[config.mk]
export PLATFORM = sky130hd
export DESIGN_NAME = mm_sequencer
export DESIGN_NICKNAME = d
export VERILOG_FILES = /design/src/rtl/mm_pkg.sv /design/src/rtl/mm_idx_counter.sv /design/src/rtl/mm_sequencer.sv
export SDC_FILE = /design/constraint.sdc
export NUM_CORES = 1
export LEC_CHECK = 0
export ABC_CLOCK_PERIOD_IN_PS = 5350
export CORE_MARGIN = 5
export CORE_UTILIZATION = 40
export CTS_BUF_LIST = sky130_fd_sc_hd__clkbuf_4 sky130_fd_sc_hd__clkbuf_8
export CTS_CLUSTER_SIZE = 30
export DETAILED_ROUTE_END_ITERATION = 6
export GPL_ROUTABILITY_DRIVEN = 1
export PLACE_DENSITY = 0.75
export SYNTH_ARGS = -nofsm -noshare
export SYNTH_HDL_FRONTEND = slang
export SYNTH_HIERARCHICAL = 1
export SYNTH_SLANG_ARGS = --single-unit
[constraint.sdc]
create_clock -name clk -period 5.35 [get_ports clk]
set_input_delay 0.535 -clock clk [delete_from_list [all_inputs] [get_ports clk]]
set_output_delay 0.535 -clock clk [all_outputs]
set_load 0.02 [all_outputs]
[src/rtl/mm_pkg.sv]
// mm_pkg: shared definitions for the matrix-multiply sequencer.
//   state_e       sequencer FSM states
//   MEM_SEL_*     matrix memory bank selects (A, B, C)
//   MAX_DIM       largest legal dimension N (N*N+1 must fit 8-bit addresses)
//   HDR_IDX       j index that, with i=0, makes address i*N+j+1 wrap to 0
package mm_pkg;

    typedef enum logic [2:0] {
        StIdle,
        StHdr,
        StClr,
        StAcc,
        StWr,
        StFin
    } state_e;

    localparam logic [2:0] MEM_SEL_A = 3'b000;
    localparam logic [2:0] MEM_SEL_B = 3'b001;
    localparam logic [2:0] MEM_SEL_C = 3'b010;

    localparam int unsigned MAX_DIM = 15;

    localparam logic [7:0] HDR_IDX = 8'hFF;

endpackage

[src/rtl/mm_idx_counter.sv]
// mm_idx_counter: the three nested wrap-around indices of the multiply.
//   clk_i, rst_i   clock, asynchronous active-high reset
//   n_i            current dimension N (1..15 while counting)
//   clr_all_i      zero all counters (held while the sequencer is idle)
//   clr_inner_i    zero the inner index
//   inc_inner_i    advance the inner index
//   inc_elem_i     advance col; on col wrap advance row (row wraps too)
//   row_o, col_o, inr_o   current indices
//   last_inner_o   inr == N-1
//   last_elem_o    row == N-1 and col == N-1
module mm_idx_counter (
    input  logic       clk_i,
    input  logic       rst_i,
    input  logic [3:0] n_i,
    input  logic       clr_all_i,
    input  logic       clr_inner_i,
    input  logic       inc_inner_i,
    input  logic       inc_elem_i,
    output logic [3:0] row_o,
    output logic [3:0] col_o,
    output logic [3:0] inr_o,
    output logic       last_inner_o,
    output logic       last_elem_o
);

    logic [3:0] row_q, row_d;
    logic [3:0] col_q, col_d;
    logic [3:0] inr_q, inr_d;
    logic [3:0] nm1;

    assign nm1 = n_i - 4'd1;

    always_comb begin
        row_d = row_q;
        col_d = col_q;
        inr_d = inr_q;
        if (clr_all_i) begin
            row_d = '0;
            col_d = '0;
            inr_d = '0;
        end else begin
            if (clr_inner_i) begin
                inr_d = '0;
            end else if (inc_inner_i) begin
                inr_d = inr_q + 4'd1;
            end
            if (inc_elem_i) begin
                if (col_q == nm1) begin
                    col_d = '0;
                    row_d = (row_q == nm1) ? 4'd0 : row_q + 4'd1;
                end else begin
                    col_d = col_q + 4'd1;
                end
            end
        end
    end

    always_ff @(posedge clk_i or posedge rst_i) begin
        if (rst_i) begin
            row_q <= '0;
            col_q <= '0;
            inr_q <= '0;
        end else begin
            row_q <= row_d;
            col_q <= col_d;
            inr_q <= inr_d;
        end
    end

    assign row_o        = row_q;
    assign col_o        = col_q;
    assign inr_o        = inr_q;
    assign last_inner_o = (inr_q == nm1);
    assign last_elem_o  = (row_q == nm1) && (col_q == nm1);

endmodule

[src/rtl/mm_sequencer.sv]
// mm_sequencer: sequences one full C = A*B over the three-bank matrix memory and
// the external MAC unit, writing every element of C and pulsing done.
// Optional feature macro: MM_SEQ_HDR_EN -- when defined, a header cycle copies the
// size word A[0] into C[0] before any product; when undefined, the header cycle is
// omitted and MAC_or_Size is tied 0.
// Ports:
//   clk, rst        clock, asynchronous active-high reset
//   start           one-cycle pulse to begin (ignored while busy)
//   maxSize         dimension N, sampled on the accepted start
//   i, j, k         memory index ports (0 while idle)
//   read, write     memory enables (0 while idle)
//   MemSel          bank select (C on writes)
//   MAC_or_Size     1 = write size header, 0 = write MAC_Result
//   mac_clr, mac_en MAC accumulator clear / accumulate
//   busy            high from the state after the accepted start through done
//   done            one-cycle completion pulse
//   err             set for an illegal N, cleared by the next accepted start
module mm_sequencer #(
    parameter int unsigned MAX_DIM = mm_pkg::MAX_DIM
) (
    input  logic       clk,
    input  logic       rst,
    input  logic       start,
    input  logic [7:0] maxSize,
    output logic [7:0] i,
    output logic [7:0] j,
    output logic [7:0] k,
    output logic       read,
    output logic       write,
    output logic [2:0] MemSel,
    output logic       MAC_or_Size,
    output logic       mac_clr,
    output logic       mac_en,
    output logic       busy,
    output logic       done,
    output logic       err
);

    import mm_pkg::*;

    localparam logic [7:0] MaxDimW = MAX_DIM[7:0];

`ifdef MM_SEQ_HDR_EN
    localparam state_e FirstSt = StHdr;
`else
    localparam state_e FirstSt = StClr;
`endif

    state_e     state_q;
    logic [3:0] n_q;
    logic       err_q;

    logic [3:0] row, col, inr;
    logic       last_inner, last_elem;

    mm_idx_counter u_idx (
        .clk_i        (clk),
        .rst_i        (rst),
        .n_i          (n_q),
        .clr_all_i    (state_q == StIdle),
        .clr_inner_i  (state_q == StClr),
        .inc_inner_i  ((state_q == StAcc) && !last_inner),
        .inc_elem_i   (state_q == StWr),
        .row_o        (row),
        .col_o        (col),
        .inr_o        (inr),
        .last_inner_o (last_inner),
        .last_elem_o  (last_elem)
    );

    always_ff @(posedge clk or posedge rst) begin
        if (rst) begin
            state_q <= StIdle;
            n_q     <= '0;
            err_q   <= 1'b0;
        end else begin
            unique case (state_q)
                StIdle: begin
                    if (start) begin
                        // Legal N is at most 15, so the low nibble holds it exactly.
                        n_q   <= maxSize[3:0];
                        err_q <= 1'b0;
                        if (maxSize == 8'd0) begin
                            state_q <= StFin;
                        end else if (maxSize > MaxDimW) begin
                            err_q   <= 1'b1;
                            state_q <= StFin;
                        end else begin
                            state_q <= FirstSt;
                        end
                    end
                end
                StHdr:   state_q <= StClr;
                StClr:   state_q <= StAcc;
                StAcc:   if (last_inner) state_q <= StWr;
                StWr:    state_q <= last_elem ? StFin : StClr;
                StFin:   state_q <= StIdle;
                default: state_q <= StIdle;
            endcase
        end
    end

    // Outputs depend only on registered state and counters.
    always_comb begin
        i           = '0;
        j           = '0;
        k           = '0;
        read        = 1'b0;
        write       = 1'b0;
        MemSel      = MEM_SEL_A;
        MAC_or_Size = 1'b0;
        mac_clr     = 1'b0;
        mac_en      = 1'b0;
        done        = 1'b0;
        unique case (state_q)
`ifdef MM_SEQ_HDR_EN
            StHdr: begin
                // i=0, j=FF: address 0*N+FF+1 wraps to 0, copying A[0] into C[0].
                j           = HDR_IDX;
                read        = 1'b1;
                write       = 1'b1;
                MemSel      = MEM_SEL_C;
                MAC_or_Size = 1'b1;
            end
`endif
            StClr: mac_clr = 1'b1;
            StAcc: begin
                i      = {4'd0, row};
                j      = {4'd0, inr};
                k      = {4'd0, col};
                read   = 1'b1;
                mac_en = 1'b1;
            end
            StWr: begin
                i      = {4'd0, row};
                j      = {4'd0, col};
                write  = 1'b1;
                MemSel = MEM_SEL_C;
            end
            StFin:   done = 1'b1;
            default: ;
        endcase
    end

    assign busy = (state_q != StIdle);
    assign err  = err_q;

endmodule
==> summary.md <==
| Metric | Value |
|---|---|
| Yosys top cell area share | `30.96%` |
| Fmax | `0.3382 GHz` |
| Area grow syn2layout | `17.72%` |
| Slowest-stage cell, CP | `nor3b_4` |
| Mapped cell area | `1617 sq um` |
| Die ar. | `5413 sq um` |
| Row cnt | `23` |
| CTS tree | `built` |
| Critical Path RT | `4.82 ns` |
| Average cell area after synthesis | `~9.9 sq um` |
| Vias | `~1200` |
| Final ANT Viol Nets | `0` |
| CTS clk-pin slew, worst paths | `0.08 ns` |
| Initial Util | `40.71%` |
| Crit. End Element | `output pin` |
| #FFs+latches synth | `20` |
| Share of layout cells above drive strength 1 | `12.23%` |
| Post-synth top area cell | `dfrtp_1` |
| Pwr dens | `537.6 nW/um^2` |
| Post-CTS Resized | `0` |
| Fin crit period | `2.956 ns` |
| First-pass GRT wire length | `5554 microns` |
| Routed vias/inst | `5.130` |
| Post-DP Area | `around 1800 sq um` |
| EDFF count, synth | `0` |
| R2r startpoint | `n_q[0]` |
| Final setup vio count | `0` |
| Fin cells | `238` |
| Mapped Cells | `~160` |
| Remaining global-route overflow | `0` |
| Number of antenna diodes | `0` |
| Clock buffer depth | `2` |
| Initial antenna violation count | `0` |
| Yosys Warn Count | `6` |
| Drt pass-1 iters | `4` |
| Routability cong. | `0.8395` |
| Setup_tns | `0 ns` |
| DRT iter0 DRCs | `68` |
| Status | `finished, final reports clean` |
| Ports | `46` |
| Cts hold-fix bufs | `0` |
| Root buf cell | `clkbuf_8` |
| Vias in the first global route | `1143` |
| P_leak | `approximately 0.79 nW` |
| IO buf count | `30` |
| Post-CTS setup buffers | `0` |
| Slew margin rel. | `48.02%` |
| Clock latency on the worst-skew pair | `0.27 ns` |
| TritonCTS Buffers | `3` |
| Final #Nets | `between 200 and 250` |
| Sequential area share after synthesis | `30.96%` |
| WP data arrival | `around 2.4 ns` |
| Netlist cell types | `between 40 and 50` |
| Max-slew violation count | `0` |
| Post-synth top cells | `20 x dfrtp_1, 18 x buf_4, 9 x xnor2_1` |
| MaxCap Viol Count | `0` |
| WL per Instance | `14.50 microns` |
| # DRC | `0` |
| H-tree Lvls | `1` |
| Core Area | `approximately 4000 sq um` |
| DP Cell Count | `234` |
| Slew @ Worst Pin | `0.7771 ns` |
| Die width | `73.57 microns` |
| Critical path startpoint category | `flop` |
| Top area cells in the synthesized netlist | `dfrtp_1 31%, buf_4 8.4%, xnor2_1 4.9%, xor2_1 4.3%, mux2_2 3.5%` |
| Flop2flop setup slack | `2.76 ns` |
| Final Hold Fails | `0` |
| Total track usage | `about an eighth` |
| R2r endpoint | `u_idx/inr_o[3]` |
| Peak supply drop | `0.0002114 V` |
| Final wirelength | `3451 microns` |
| Final non-filler cell area | `1903 sq um` |
| Count leader, synth | `dfrtp_1` |
| RSZ-0062 raised after global routing | `false` |
| Critical path peak fanout | `17` |
| Slowest stage delay, CP | `~0.65 ns` |
| Hpwl dp | `2536 microns` |
| CP Cell Sequence | `nor3b_4 > nor2_1 > nor2b_1 > clkdlybuf4s50_1` |
| Die span in y | `73.57 microns` |
| Worst Path Buf+Inv | `1` |
| Top FF cell, synth | `dfrtp_1` |
| Asr flop ratio synth | `between 90% and 100%` |
| Largest net degree at the start of global routing | `19` |
| Layout Skew | `0.004750 ns` |
| Hold Crit Class | `in -> async` |
| TritonCTS Sinks | `20` |
| Worst r2r path cells | `9` |
| Crit Path Class | `reg -> out` |
| Final Cycle Share | `55.26%` |
| CP top delay family | `simple AND/OR/NAND/NOR gates` |
-- logic make-up after synthesis --
family / count (synthesis) / share of synthesized area [%]
other: 1 / 0.2320
adder cells (fa/ha/maj): 4 / 3.096
AO/OA/AOI/OAI: 28 / 12.15
multiplexers: 7 / 4.721
XOR/XNOR: 19 / 11.61
buffers and inverters: 30 / 13.00
flip-flops: 20 / 30.96
AND/OR/NAND/NOR: 54 / 24.23
-- sequential cells by signal (all words and copies together), names as in the netlist --
register     cells
n_q              4
state_q          3
u_idx/col_o      4
u_idx/inr_o      4
u_idx/row_o      4
err              1
-- where the power goes --
group | switching (mW) | internal, mW
clock | 0.0535 | 0.0657
combinational | 0.330 | 0.273
sequential | 0.100 | 0.200
total | 0.484 | 0.539
-- worst register-to-register path: cells and delay by family, from the launching register on --
family | cells | cell delay (ns)
xor+xnor | 3 | 0.58
fa+ha+maj | 1 | 0.24
buf+inv | 1 | 0.09
flops | 1 | 0.54
simple gates | 4 | 1.01
-- layout make-up --
cell class	count	area, sq um
well taps	50	62.56
clock buffers	4	55.05
fillers	379	2068
flip-flops and latches	20	500.5
inverters	7	26.28
multi-input cells	127	958.4
repair buffers	30	300.3
-- metrics by stage --
stage | hold slack (ns) | utilization, % | setup slack [ns] | power [mW]
4_1_cts | 0.5292 | 47.92 | 2.371 | 1.031
6_report | 0.5383 | 47.92 | 2.394 | 1.023
5_1_grt | 0.5592 | 47.92 | 2.201 | 1.098
2_1_floorplan | 0.3507 | - | 3.208 | 0.7850
3_5_place_dp | 0.5122 | 46.53 | 2.666 | 0.9068
3_3_place_gp | 0.4994 | 46.53 | 2.755 | 0.8939
-- cell usage in the layout, fill, tap and decap left out, types with 5 or more instances in the layout --
| cell type | n |
|---|---|
| clkdlybuf4s50_1 | 30 |
| dfrtp_1 | 20 |
| conb_1 | 15 |
| xnor2_1 | 9 |
| o21ai_0 | 8 |
| xor2_1 | 8 |
| nor2b_1 | 7 |
| inv_1 | 6 |
| a21oi_1 | 6 |
| and2_1 | 5 |
| mux2_2 | 5 |
| nand2_1 | 5 |
-- metal layers --
| metal | GRT usage (%) | vias to the layer above | part of all wire (%) |
|---|---|---|---|
| li1 | - | 590 | - |
| met1 | 19.31 | 589 | 48 |
| met2 | 19.29 | 37 | 44 |
| met3 | 2.326 | 5 | 5.9 |
| met4 | 6.036 | 0 | 2.0 |
| met5 | 0 | - | 0 |
-- worst max path at each step --
stage               slack, ns        endpoint        from  depth (start not counted)
floorplan                3.21  u_idx/inr_o[3]      n_q[0]                         10
global placement         2.75            i[0]  state_q[2]                          4
detailed placement       2.67            i[2]  state_q[2]                          4
CTS                      2.37            i[2]  state_q[2]                          4
global route             2.20            i[3]  state_q[2]                          4
finish                   2.39            i[2]  state_q[2]                          4
No activity file was read; power rests on OpenSTA's default activity.
